<file path="config.mk">
export PLATFORM = sky130hd
export DESIGN_NAME = operand_fetch
export DESIGN_NICKNAME = d
export VERILOG_FILES = /design/src/rtl/operand_fetch_pkg.sv /design/src/rtl/operand_fetch_addr_gen.sv /design/src/rtl/operand_fetch.sv
export SDC_FILE = /design/constraint.sdc
export NUM_CORES = 1
export LEC_CHECK = 0
export BUFFER_PORTS_ARGS = -buffer_cell sky130_fd_sc_hd__clkbuf_2
export CAP_MARGIN = 20
export CELL_PAD_IN_SITES_DETAIL_PLACEMENT = 1
export CELL_PAD_IN_SITES_GLOBAL_PLACEMENT = 2
export CORE_ASPECT_RATIO = 0.6
export CORE_MARGIN = 1.5
export CORE_UTILIZATION = 22
export DETAILED_ROUTE_END_ITERATION = 16
export PLACE_DENSITY = 0.85
export SLEW_MARGIN = 10
export SYNTH_ARGS = -nofsm -noshare
export SYNTH_HDL_FRONTEND = slang
export SYNTH_SLANG_ARGS = --single-unit
</file>
<file path="constraint.sdc">
create_clock -name clk -period 1.4 [get_ports clk]
set_input_delay 0.14 -clock clk [delete_from_list [all_inputs] [get_ports clk]]
set_output_delay 0.14 -clock clk [all_outputs]
set_load 0.01 [all_outputs]
</file>
<file path="src/rtl/operand_fetch_pkg.sv">
// Shared CPU definitions: source-operand modes, ALU-op constants and the
// operand-fetch state encoding.
package cpu_defs;

   // Source operand addressing modes as delivered by the decoder
   localparam logic [1:0] SRC_IMM = 2'd0;
   localparam logic [1:0] SRC_REG = 2'd1;
   localparam logic [1:0] SRC_DIR = 2'd2;
   localparam logic [1:0] SRC_IND = 2'd3;

   // ALU operation codes used by execute; NO_ALU marks simple-op instructions
   localparam logic [3:0] ALU_ADD = 4'h0;
   localparam logic [3:0] ALU_SUB = 4'h1;
   localparam logic [3:0] ALU_AND = 4'h2;
   localparam logic [3:0] ALU_OR  = 4'h3;
   localparam logic [3:0] ALU_XOR = 4'h4;
   localparam logic [3:0] NO_ALU  = 4'hF;

   // Operand-fetch sequencer states
   typedef enum logic [2:0] {
      ST_IDLE = 3'd0,
      ST_PTR  = 3'd1,
      ST_PTRW = 3'd2,
      ST_ADDR = 3'd3,
      ST_DATA = 3'd4,
      ST_HOLD = 3'd5
   } state_t;

endpackage

</file>
<file path="src/rtl/operand_fetch_addr_gen.sv">
// Combinational internal-RAM address for the first read of an instruction:
// Rn location for REG, op1 for DIR, Ri pointer location for IND.
module operand_addr_gen
   import cpu_defs::*;
(
   input  logic [1:0] src_mode,
   input  logic [2:0] reg_sel,
   input  logic [7:0] op1,
   input  logic [1:0] bank,
   output logic [7:0] addr
);

   // Select the register-bank slot, the direct address or the Ri slot
   always_comb begin
      // NOTE: assigning a default before the case keeps every path covered, so no latch is inferred.
      addr = 8'h00;
      case (src_mode)
         SRC_REG: addr = {3'b000, bank, reg_sel};
         SRC_DIR: addr = op1;
         SRC_IND: addr = {3'b000, bank, 2'b00, reg_sel[0]};
         default: addr = 8'h00;
      endcase
   end

endmodule

</file>
<file path="src/rtl/operand_fetch.sv">
// Operand-fetch stage: accepts one decoded instruction, resolves the source
// operand over the internal RAM read bus and holds it for execute.
module operand_fetch
   import cpu_defs::*;
(
   input  logic       clk,
   input  logic       rst,
   input  logic       dec_valid,
   output logic       dec_ready,
   input  logic [7:0] instruction,
   input  logic [7:0] op1,
   input  logic [1:0] src_mode,
   input  logic [3:0] alu_op_in,
   input  logic [7:0] acc,
   input  logic [7:0] psw,
   output logic [7:0] ram_addr,
   output logic       ram_rd,
   input  logic [7:0] ram_rdata,
   output logic       ex_valid,
   input  logic       ex_ready,
   output logic [7:0] a_data,
   output logic [7:0] b_data,
   output logic [2:0] bit_location,
   output logic [3:0] alu_op,
   output logic [7:0] instr_out
);

   state_t     state_q, state_d;
   logic       dec_ready_q, dec_ready_d;
   logic       ex_valid_q, ex_valid_d;
   logic       ram_rd_q, ram_rd_d;
   logic [7:0] ram_addr_q, ram_addr_d;
   logic [7:0] a_data_q, a_data_d;
   logic [7:0] b_data_q, b_data_d;
   logic [2:0] bit_loc_q, bit_loc_d;
   logic [3:0] alu_op_q, alu_op_d;
   logic [7:0] instr_q, instr_d;
   logic [7:0] fetch_addr;

   // The first RAM address is only needed on the accept cycle, so it is
   // computed straight from the decoder fields and the live bank bits; later
   // acc/psw changes cannot disturb an in-flight instruction.
   operand_addr_gen u_addr_gen (
      .src_mode (src_mode),
      .reg_sel  (instruction[2:0]),
      .op1      (op1),
      .bank     (psw[4:3]),
      .addr     (fetch_addr)
   );

   // Next-state, operand capture and registered bus/handshake outputs
   always_comb begin
      state_d    = state_q;
      a_data_d   = a_data_q;
      b_data_d   = b_data_q;
      bit_loc_d  = bit_loc_q;
      alu_op_d   = alu_op_q;
      instr_d    = instr_q;
      ram_addr_d = 8'h00;

      case (state_q)
         ST_IDLE: begin
            if (dec_valid) begin
               a_data_d  = acc;
               instr_d   = instruction;
               alu_op_d  = alu_op_in;
               bit_loc_d = op1[2:0];
               case (src_mode)
                  SRC_IMM: begin
                     b_data_d = op1;
                     state_d  = ST_HOLD;
                  end
                  SRC_IND: begin
                     ram_addr_d = fetch_addr;
                     state_d    = ST_PTR;
                  end
                  default: begin
                     ram_addr_d = fetch_addr;
                     state_d    = ST_ADDR;
                  end
               endcase
            end
         end
         ST_PTR:  state_d = ST_PTRW;
         ST_PTRW: begin
            // The returned Ri value lands directly in the address register,
            // which acts as the pointer register for the following read.
            ram_addr_d = ram_rdata;
            state_d    = ST_ADDR;
         end
         ST_ADDR: state_d = ST_DATA;
         ST_DATA: begin
            b_data_d = ram_rdata;
            state_d  = ST_HOLD;
         end
         ST_HOLD: begin
            if (ex_ready) state_d = ST_IDLE;
         end
         default: state_d = ST_IDLE;
      endcase

      // Outputs are decoded from the next state so they leave flops cleanly
      ram_rd_d    = (state_d == ST_PTR) || (state_d == ST_ADDR);
      ex_valid_d  = (state_d == ST_HOLD);
      dec_ready_d = (state_d == ST_IDLE);
   end

   // State and output registers with synchronous reset
   always_ff @(posedge clk) begin
      if (rst) begin
         state_q     <= ST_IDLE;
         dec_ready_q <= 1'b1;
         ex_valid_q  <= 1'b0;
         ram_rd_q    <= 1'b0;
         ram_addr_q  <= 8'h00;
         a_data_q    <= 8'h00;
         b_data_q    <= 8'h00;
         bit_loc_q   <= 3'd0;
         alu_op_q    <= 4'h0;
         instr_q     <= 8'h00;
      end else begin
         // NOTE: non-blocking assignments so every flop samples pre-edge values.
         state_q     <= state_d;
         dec_ready_q <= dec_ready_d;
         ex_valid_q  <= ex_valid_d;
         ram_rd_q    <= ram_rd_d;
         ram_addr_q  <= ram_addr_d;
         a_data_q    <= a_data_d;
         b_data_q    <= b_data_d;
         bit_loc_q   <= bit_loc_d;
         alu_op_q    <= alu_op_d;
         instr_q     <= instr_d;
      end
   end

   assign dec_ready    = dec_ready_q;
   assign ex_valid     = ex_valid_q;
   assign ram_rd       = ram_rd_q;
   assign ram_addr     = ram_addr_q;
   assign a_data       = a_data_q;
   assign b_data       = b_data_q;
   assign bit_location = bit_loc_q;
   assign alu_op       = alu_op_q;
   assign instr_out    = instr_q;

endmodule

</file>
---- Yosys cells after proc, flatten, opt, wreduce, memory -nomap -nowiden ----
Index checks and enable logic that the tools add are counted.
word-level totals
  output and inout port bits .............. 42
  bits of input ports ..................... 50
  word-level logic and storage cells ...... 41
  register bits after elaboration ......... 45
operators by class
  reduce and logical (&&, ||, !) cells .... 7
  mux-type cells .......................... 11
  eq/ne operators ......................... 13
operator list
  cell                                                    count
  2-to-1 mux 8 bit                                        4
  one-hot mux 8 bit (2 select lines)                      2
  one-hot mux 8 bit (3 select lines)                      1
  one-hot mux 3 bit (6 select lines)                      1
  equality test 3 x 2 -> 1 bit (second input constant)    3
  equality test 3 bit (second input constant)             3
  equality test 3 x 1 -> 1 bit (second input constant)    2
  zero test 3 bit                                         2
  2-to-1 mux 3 bit                                        2
  one-hot mux 3 bit (2 select lines)                      1
  equality test 2 bit (second input constant)             2
  AND reduction 3 bit                                     1
  equality test 2 x 1 -> 1 bit (second input constant)    1
  zero test 2 bit                                         1
  inequality test 2 x 1 -> 1 bit (second input constant)  1
  inequality test 2 bit (second input constant)           1
  AND reduction 2 bit                                     1
  nonzero test 2 bit                                      1
  logical OR 1 bit                                        1

---- Depth between registers and ports, before layout ----
Gate-level depths: netlist of the first run.
  depth after elaboration ................. 6
  gate-level depth with buffers ........... 7
  depth with buffers taken out ............ 5

---- Hierarchy ----
Synthesis of the first run repeated with hierarchy kept, for this count alone.
unflattened totals
  cell total of the unflattened synthesis .. 209
  area total of the unflattened synthesis .. 1864.3 sq um
by module, submodules not included
  module            area an instance (sq um)  instances  cells each  seq. area each (sq um)
  operand_fetch     1773.0                    1          199         900.9
  operand_addr_gen  91.3                      1          10          0.0

---- Least setup slack after synthesis of the first run ----
Ideal clock, no wire load.
  kind .................................... flip-flop to flip-flop
  start ................................... register state_q[1]
  end ..................................... register ram_addr_q[1], in the netlist ram_addr[1]
  arrival time ............................ 1417 ps
  period minus slack after synthesis ...... 1488 ps
  path slack .............................. -88 ps
  buffers on the path ..................... 1
  cell stages (with the launch flop) ...... 5
  data required time ...................... 1330 ps
  setup time .............................. 70 ps
  path through ............................ dfxtp_1 -> or4b_4 -> buf_6 -> or3_1 -> a21oi_1
on the way
  longest elaborated chain between the ends .. 2
  elaborated cells on any way between the ends .. 3
  those cells by class .................... eq/ne (1); mux (1); reduce/logical (1)
ends and longest elaborated chain
  item                                                                    RTL line              text
  from (decl)                                                             operand_fetch.sv:28   state_t state_q, state_d;
  from (signal assigned)                                                  operand_fetch.sv:123  state_q <= state_d;
  equality test 3 x 2 -> 1 bit / zero test 3 bit (equally long branches)  operand_fetch.sv:61   case (state_q)
  one-hot mux 8 bit (2 select lines) *                                    operand_fetch.sv:61
  to (signal assigned)                                                    operand_fetch.sv:127  ram_addr_q <= ram_addr_d;
  to (decl)                                                               operand_fetch.sv:32   logic [7:0] ram_addr_q, ram_addr_d;
Mark *: on every way between the ends. The rest lies on a longest branch, timed or not.
A chain may end at the register's enable or synchronous reset.

---- Final worst setup path of the first run ----
  start ................................... register state_q[1]
  end ..................................... register ram_addr_q[2], in the netlist ram_addr[2]
The elaborated chain is that of the path after synthesis.

==> results of run 1 <==
## flip-flops by register name (all words and copies together), names as in the netlist
name / count
instr_out: 8
dec_ready: 1
alu_op: 4
ram_rd: 1
state_q: 3
ram_addr: 8
bit_location: 3
b_data: 8
a_data: 8
ex_valid: 1
## synth_stat cells (3+ instances only)
library cell	instances	share of area, %
buf_2	3	0.80
mux2i_1	8	4.3
nand2_1	54	11
a21oi_1	39	10
a32o_1	3	1.6
inv_1	3	0.60
o21ai_0	3	0.80
clkbuf_1	11	2.2
nor2_1	3	0.60
dfxtp_1	45	48
a211o_1	4	1.9
ha_1	5	3.4
or3_1	3	1.0
a211oi_1	11	4.4
## critical path: stages (launching register included)
cell	delay, ns
dfxtp_4	0.34
or4b_4	0.59
or3_1	0.34
a21oi_2	0.15
## metal layers
metal | routed length, µm | GRT usage (%)
met4 | 97 | 4.967
met3 | 437 | 5.368
met5 | 0 | 0
met1 | 3229 | 18.21
met2 | 2769 | 23.47
## per-stage QoR
step                      cells  area [µm²]  hold WS, ns
after global placement      414        2539       0.3636
after global routing        424        2788      0.07578
after detailed placement    414        2539       0.3699
after floorplan             215        1876       0.2658
after CTS                   422        2720      0.06048
final                       424        2788      0.06685
## power breakdown
part / switching (mW) / total (mW) / internal (mW)
clock: 0.493 / 1.39 / 0.892
sequential: 0.0790 / 1.51 / 1.43
combinational: 0.566 / 1.02 / 0.450
## logic make-up after synthesis
group,count (synthesis)
AOI/OAI and AO/OA,68
adders and majority gates,5
buffers and inverters,18
DFF,45
muxes,8
and+or+nand+nor,71
## worst max-delay path by stage
stage	from	end	slack (ns)	cells after the start
final	state_q[1]	ram_addr[2]	-0.09	3
after CTS	state_q[2]	ram_addr[2]	-0.09	3
after detailed placement	state_q[1]	ram_addr[5]	-0.12	4
after global placement	state_q[1]	ram_addr[7]	-0.06	4
after floorplan	state_q[1]	ram_addr[1]	-0.08	4
after global routing	state_q[1]	ram_addr[2]	-0.14	3
## repair_timing
action,CTS,global route
endpoints found under the hold margin,0,0
setup buffers,0,1
resized for setup,2,17
gates cloned,0,1
pin swaps,1,4
endpoints found under the setup margin,10,32
## cell type report
type / count / area (µm²) / share of cell area, %
multi-input cells: 153 / 939.7 / 33.71
inverters: 3 / 11.26 / 0.4040
clock buffers: 7 / 142.6 / 5.117
clock inverters: 1 / 30.03 / 1.077
repair buffers: 107 / 621.8 / 22.31
flip-flops and latches: 45 / 907.1 / 32.54
well taps: 108 / 135.1 / 4.847
==> run summary, run 1 <==
worst r2r src = state_q[1]
most frequent cells in the layout = clkbuf_2 (85), nand2_1 (47), dfxtp_1 (42), a21oi_1 (38), buf_4 (18)
antenna violations before repair = 0
fraction of synthesized area in multiplexers = 4.292%
largest net degree at the start of global routing = 25
Layout Utilization = 34.68%
Antenna diodes = 0
Yosys reg bits = 45
initial cell density of the core = 23.21%
first-pass GRT wire length = 9.949 mm
Max Cap Viol = 0
Post-Syn Area = 1866 µm²
Max VDD drop = 0.6942 mV
wire per inst = 15.41 µm
Post-synth top flop = dfxtp_1
post-route minimum period = 1.489 ns
row count = 25
asr flop ratio synth = 0%
# setup viols final = 14
CTS H-tree lvls = 2
Setup crit end kind = flop
leading cell type in the layout, fill and taps excluded = clkbuf_2
GR Overflow Total = 0
overall power = 3.907 mW
core area = 8039 µm²
RePlAce Congestion = 0.7699
Post-Synth Simple-Gate Area = 17.10%
DRC = 0
1st-iter DRT viols = 46
Yosys warnings = 0
clk root buf = clkbuf_16
WHS Path Cells = 3
Worst EP arrival = 1.71 ns
post-route ant nets = 0
post-synthesis average cell area = 8.677 µm²
register clock-pin slew on the reported worst setup and hold paths = 0.06 ns
Die Width = 121.9 µm
drt first pass iters = 4
Num CTS Buffers = 5
violated checks = setup timing
Setup crit start kind = flop
GR Util All Layers = 14.57%
Hold Path Sink = alu_op[1]
Highest Clock Rate = 671.8 MHz
RSZ-0062 raised after global routing = yes
P per Cell Area = 1401 nW/µm²
final hold viol count = 0
XOR/XNOR Fraction of Synth Area = 0%
largest family of logic cells by synthesized area = compound AO/OA/AOI/OAI gates
register area share after synthesis = 48.29%
clock latency at the later pin of the worst-skew pair = 0.29 ns
I/O pins = 92
Die ar. = 9059 µm²
Synthesized Nets = 270
min-delay worst type = in2reg
setup TNS = -0.4556 ns
Area Overhead vs Synth = 49.43%
Worst Hold Launch = alu_op_in[1]
Port Buffer Count = 85
Fill cells = 955
Cell variety after synth = 29
required time of the critical path = 1.62 ns
r2r endpoint = ram_addr[2]
overall die height = 74.33 µm
worst-path fanout max = 5
Slew @ Worst Pin = 0.3692 ns
HPWL after detailed placement = 4.852 mm
adder-cell share of the synthesized area = 3.353%
Leak Pwr = 1.231 nW
vias per cell = 4.552
reg2reg path depth = 3
Rel. slew slack = 74.75%
Final #Nets = 370
vias in the first global route = 1980
final period utilization = 106.3%
hold buffers post-CTS = 0
Longest Clk Path Bufs = 2
Slew Limit Fails = 0
share of cells above drive strength 1 = 41.77%
detailed-route wire length = 6.533 mm
CTS sink count = 45
CTS tree = built
Post-synth EDFFs = 0
setup ws final = -0.08852 ns
Final Skew = 0.003278 ns
Post-Syn Instances = 215
Synth Area in Compound Gates = 22.74%
critical setup path kind = reg2reg
outcome = finished with violations
Vias = 1930
pre-CTS setup slack = -0.1157 ns
reg2reg setup slack = -0.09 ns
Note: power is estimated with default switching activity, not from simulation.
==> inputs of run 2 (changes only) <==
Settings changed: ABC_AREA from default to 1, CAP_MARGIN 20 to 30, CORE_UTILIZATION 22 to 21.
==> run 2 against run 1 <==
The run now ends clean. Via count grew 7.9%. Utilization shrank 3.5 points. Non-clock buffer count shrank 11. Combinational power is essentially flat. Area after synthesis grew 4.0%. Sequential share of layout area grew 0.47 points. Count of clock-buffer cells in the layout shrank 2. Design area shrank 2.1%. Sequential power is essentially flat. Critical endpoint is now dec_ready. Largest cell class is now registers. Highest routed layer unchanged.
==> run summary, run 2 <==
outcome = finished clean
Comb power frac = 26.6%
register area share after synthesis = 46.42%
Slew Limit Fails = 0
family with the most delay on the worst path = simple AND/OR/NAND/NOR gates
Sw Ratio = 32.98%
# Post-CTS Setup Buffers = 0
final hold viol count = 0
1st-iter DRT viols = 86
drt first pass iters = 4
reg2reg path depth = 7
Final Skew = 0.006361 ns
reg2reg setup slack = 0.12 ns
Reg power frac = 40.7%
HPWL after detailed placement = 4.980 mm
required time of the critical path = 1.58 ns
CTS H-tree lvls = 2
Yosys warnings = 0
Leak Pwr = 1.368 nW
min-delay worst type = in2reg
Area Overhead vs Synth = 40.62%
initial cell density of the core = 22.18%
Num CTS Buffers = 5
first-pass GRT wire length = 10.45 mm
Psw = 1.247 mW
asr flop ratio synth = 0%
register clock-pin slew on the reported worst setup and hold paths = 0.07 ns
critical setup path kind = reg2reg
Slew @ Worst Pin = 0.3346 ns
setup TNS = 0 ns
Hold Path Sink = instr_out[7]
GR Util All Layers = 13.81%
Port Buffer Count = 85
Final #Nets = 420
pre-CTS setup slack = 0.09550 ns
Worst Hold Launch = instruction[7]
dpl cells = 470
CP max stage cell = dfxtp_1
RePlAce Congestion = 0.8149
Synthesized Nets = 328
Post-synth EDFFs = 0
Cell variety after synth = 19
I/O pins = 92
Max Cap Viol = 0
Post-synth top flop = dfxtp_1
CTS sink count = 45
Setup crit start kind = flop
wire per inst = 13.44 µm
Worst EP arrival = 1.45 ns
largest stage delay on the critical path = 0.39 ns
Yosys top cell area share = 46.42%
top cells by count, synth = nand2_1 (62), nor2_1 (56), dfxtp_1 (45), a21oi_1 (25), o21ai_0 (21)
Layout Utilization = 31.18%
core area = 8751 µm²
vias per cell = 4.356
Longest Clk Path Bufs = 2
P per Cell Area = 1386 nW/µm²
Top cell by count, worst path = nand2_1
Yosys reg bits = 45
# setup viols final = 0
DRC = 0
hold buffers post-CTS = 0
Die Width = 127.1 µm
worst-path fanout max = 7
share of cells above drive strength 1 = 30.60%
r2r endpoint = dec_ready
Antenna diodes = 0
largest net degree at the start of global routing = 32
most frequent cells in the layout = clkbuf_2 (85), nand2_1 (62), nor2_1 (56), dfxtp_1 (45), a21oi_1 (25)
leading area contributor after synthesis = dfxtp_1
worst r2r src = state_q[0]
CP Launch Point = state_q[0]
Max VDD drop = 0.4540 mV
ranking of synthesized cells by area = dfxtp_1 (46%), nand2_1 (12%), nor2_1 (11%)
Cell Chain, Critical Path = nor2_4 > buf_4 > nand3_1 > inv_1 > nor2_1 > nand2_1 > nand2_1
leading cell type in the layout, fill and taps excluded = clkbuf_2
post-route minimum period = 1.278 ns
overall die height = 77.46 µm
antenna violations before repair = 0
detailed-route wire length = 6.426 mm
RSZ-0062 raised after global routing = no
clk root buf = clkbuf_16
Die ar. = 9846 µm²
GR Overflow Total = 0
Post-Syn Area = 1941 µm²
Setup crit end kind = flop
Vias = 2082
vias in the first global route = 2111
Rel. slew slack = 77.69%
CP Buf/Inv Count = 2
Resized Gates After CTS = 0
setup ws final = 0.1218 ns
Highest Clock Rate = 782.4 MHz
WHS Path Cells = 3
count leader, synth = nand2_1
final period utilization = 91.30%
Finished Layout Cells = 478
post-synthesis average cell area = 7.108 µm²
Internal = 2.535 mW
clock latency at the later pin of the worst-skew pair = 0.30 ns
row count = 26
CTS tree = built
worst hold slack = 0.08095 ns
Post-Syn Instances = 273
post-route ant nets = 0
Clock power frac = 32.7%
-- run 2: worst register-to-register path, cell delays in order (launching register included) --
cell and delay [ns]:
dfxtp_1 0.39, nor2_4 0.19, buf_4 0.17, nand3_1 0.14, inv_1 0.11, nor2_1 0.06, nand2_1 0.06, nand2_1 0.05
-- run 2: kinds of logic (layout without fill, tap and decap cells) --
logic type,Yosys count,after routing,synth area share [%]
adders and majority gates,5,5,3.224
buffers and inverters,32,125,7.221
DFF,45,45,46.42
AOI/OAI and AO/OA,48,48,12.51
and+or+nand+nor,143,143,30.63
-- run 2: per-layer routing --
layer  up-vias  global-route usage (%)  share of wire (%)
li1       1046                       -                  -
met1       967                   18.40                 52
met2        62                   21.96                 42
met3         7                   4.000                5.4
met4         0                   3.409               0.86
met5         -                       0                  0
-- run 2: area by class of cell --
class / count / area (µm²)
Inverter: 21 / 78.83
Timing Repair Buffer: 96 / 558.0
Sequential cell: 45 / 900.9
Tap cell: 112 / 140.1
Clock inverter: 3 / 26.28
Fill cell: 1093 / 6022
Clock buffer: 5 / 125.1
Multi-Input combinational cell: 196 / 899.6
-- run 2: worst max-delay path by stage --
stage	end	depth (start not counted)
3_5_place_dp	b_data[5]	9
2_1_floorplan	a_data[0]	6
4_1_cts	dec_ready	7
5_1_grt	dec_ready	7
6_report	dec_ready	7
3_3_place_gp	b_data[5]	9
-- run 2: metrics by stage --
| stage | power (mW) | area, µm² |
|---|---|---|
| final | 3.783 | 2729 |
| after global routing | 4.031 | 2729 |
| after CTS | 3.853 | 2729 |
| after detailed placement | 2.594 | 2577 |
| after global placement | 2.557 | 2577 |
| after floorplan | 2.123 | 1941 |
-- run 2: power by group through the flow --
stage               logic [mW]  registers (mW)  clock network, mW
floorplan                0.498            1.62                  0
global placement         0.995            1.56                  0
detailed placement        1.02            1.57                  0
CTS                       1.03            1.54               1.28
global route              1.13            1.56               1.34
finish                    1.01            1.54               1.24
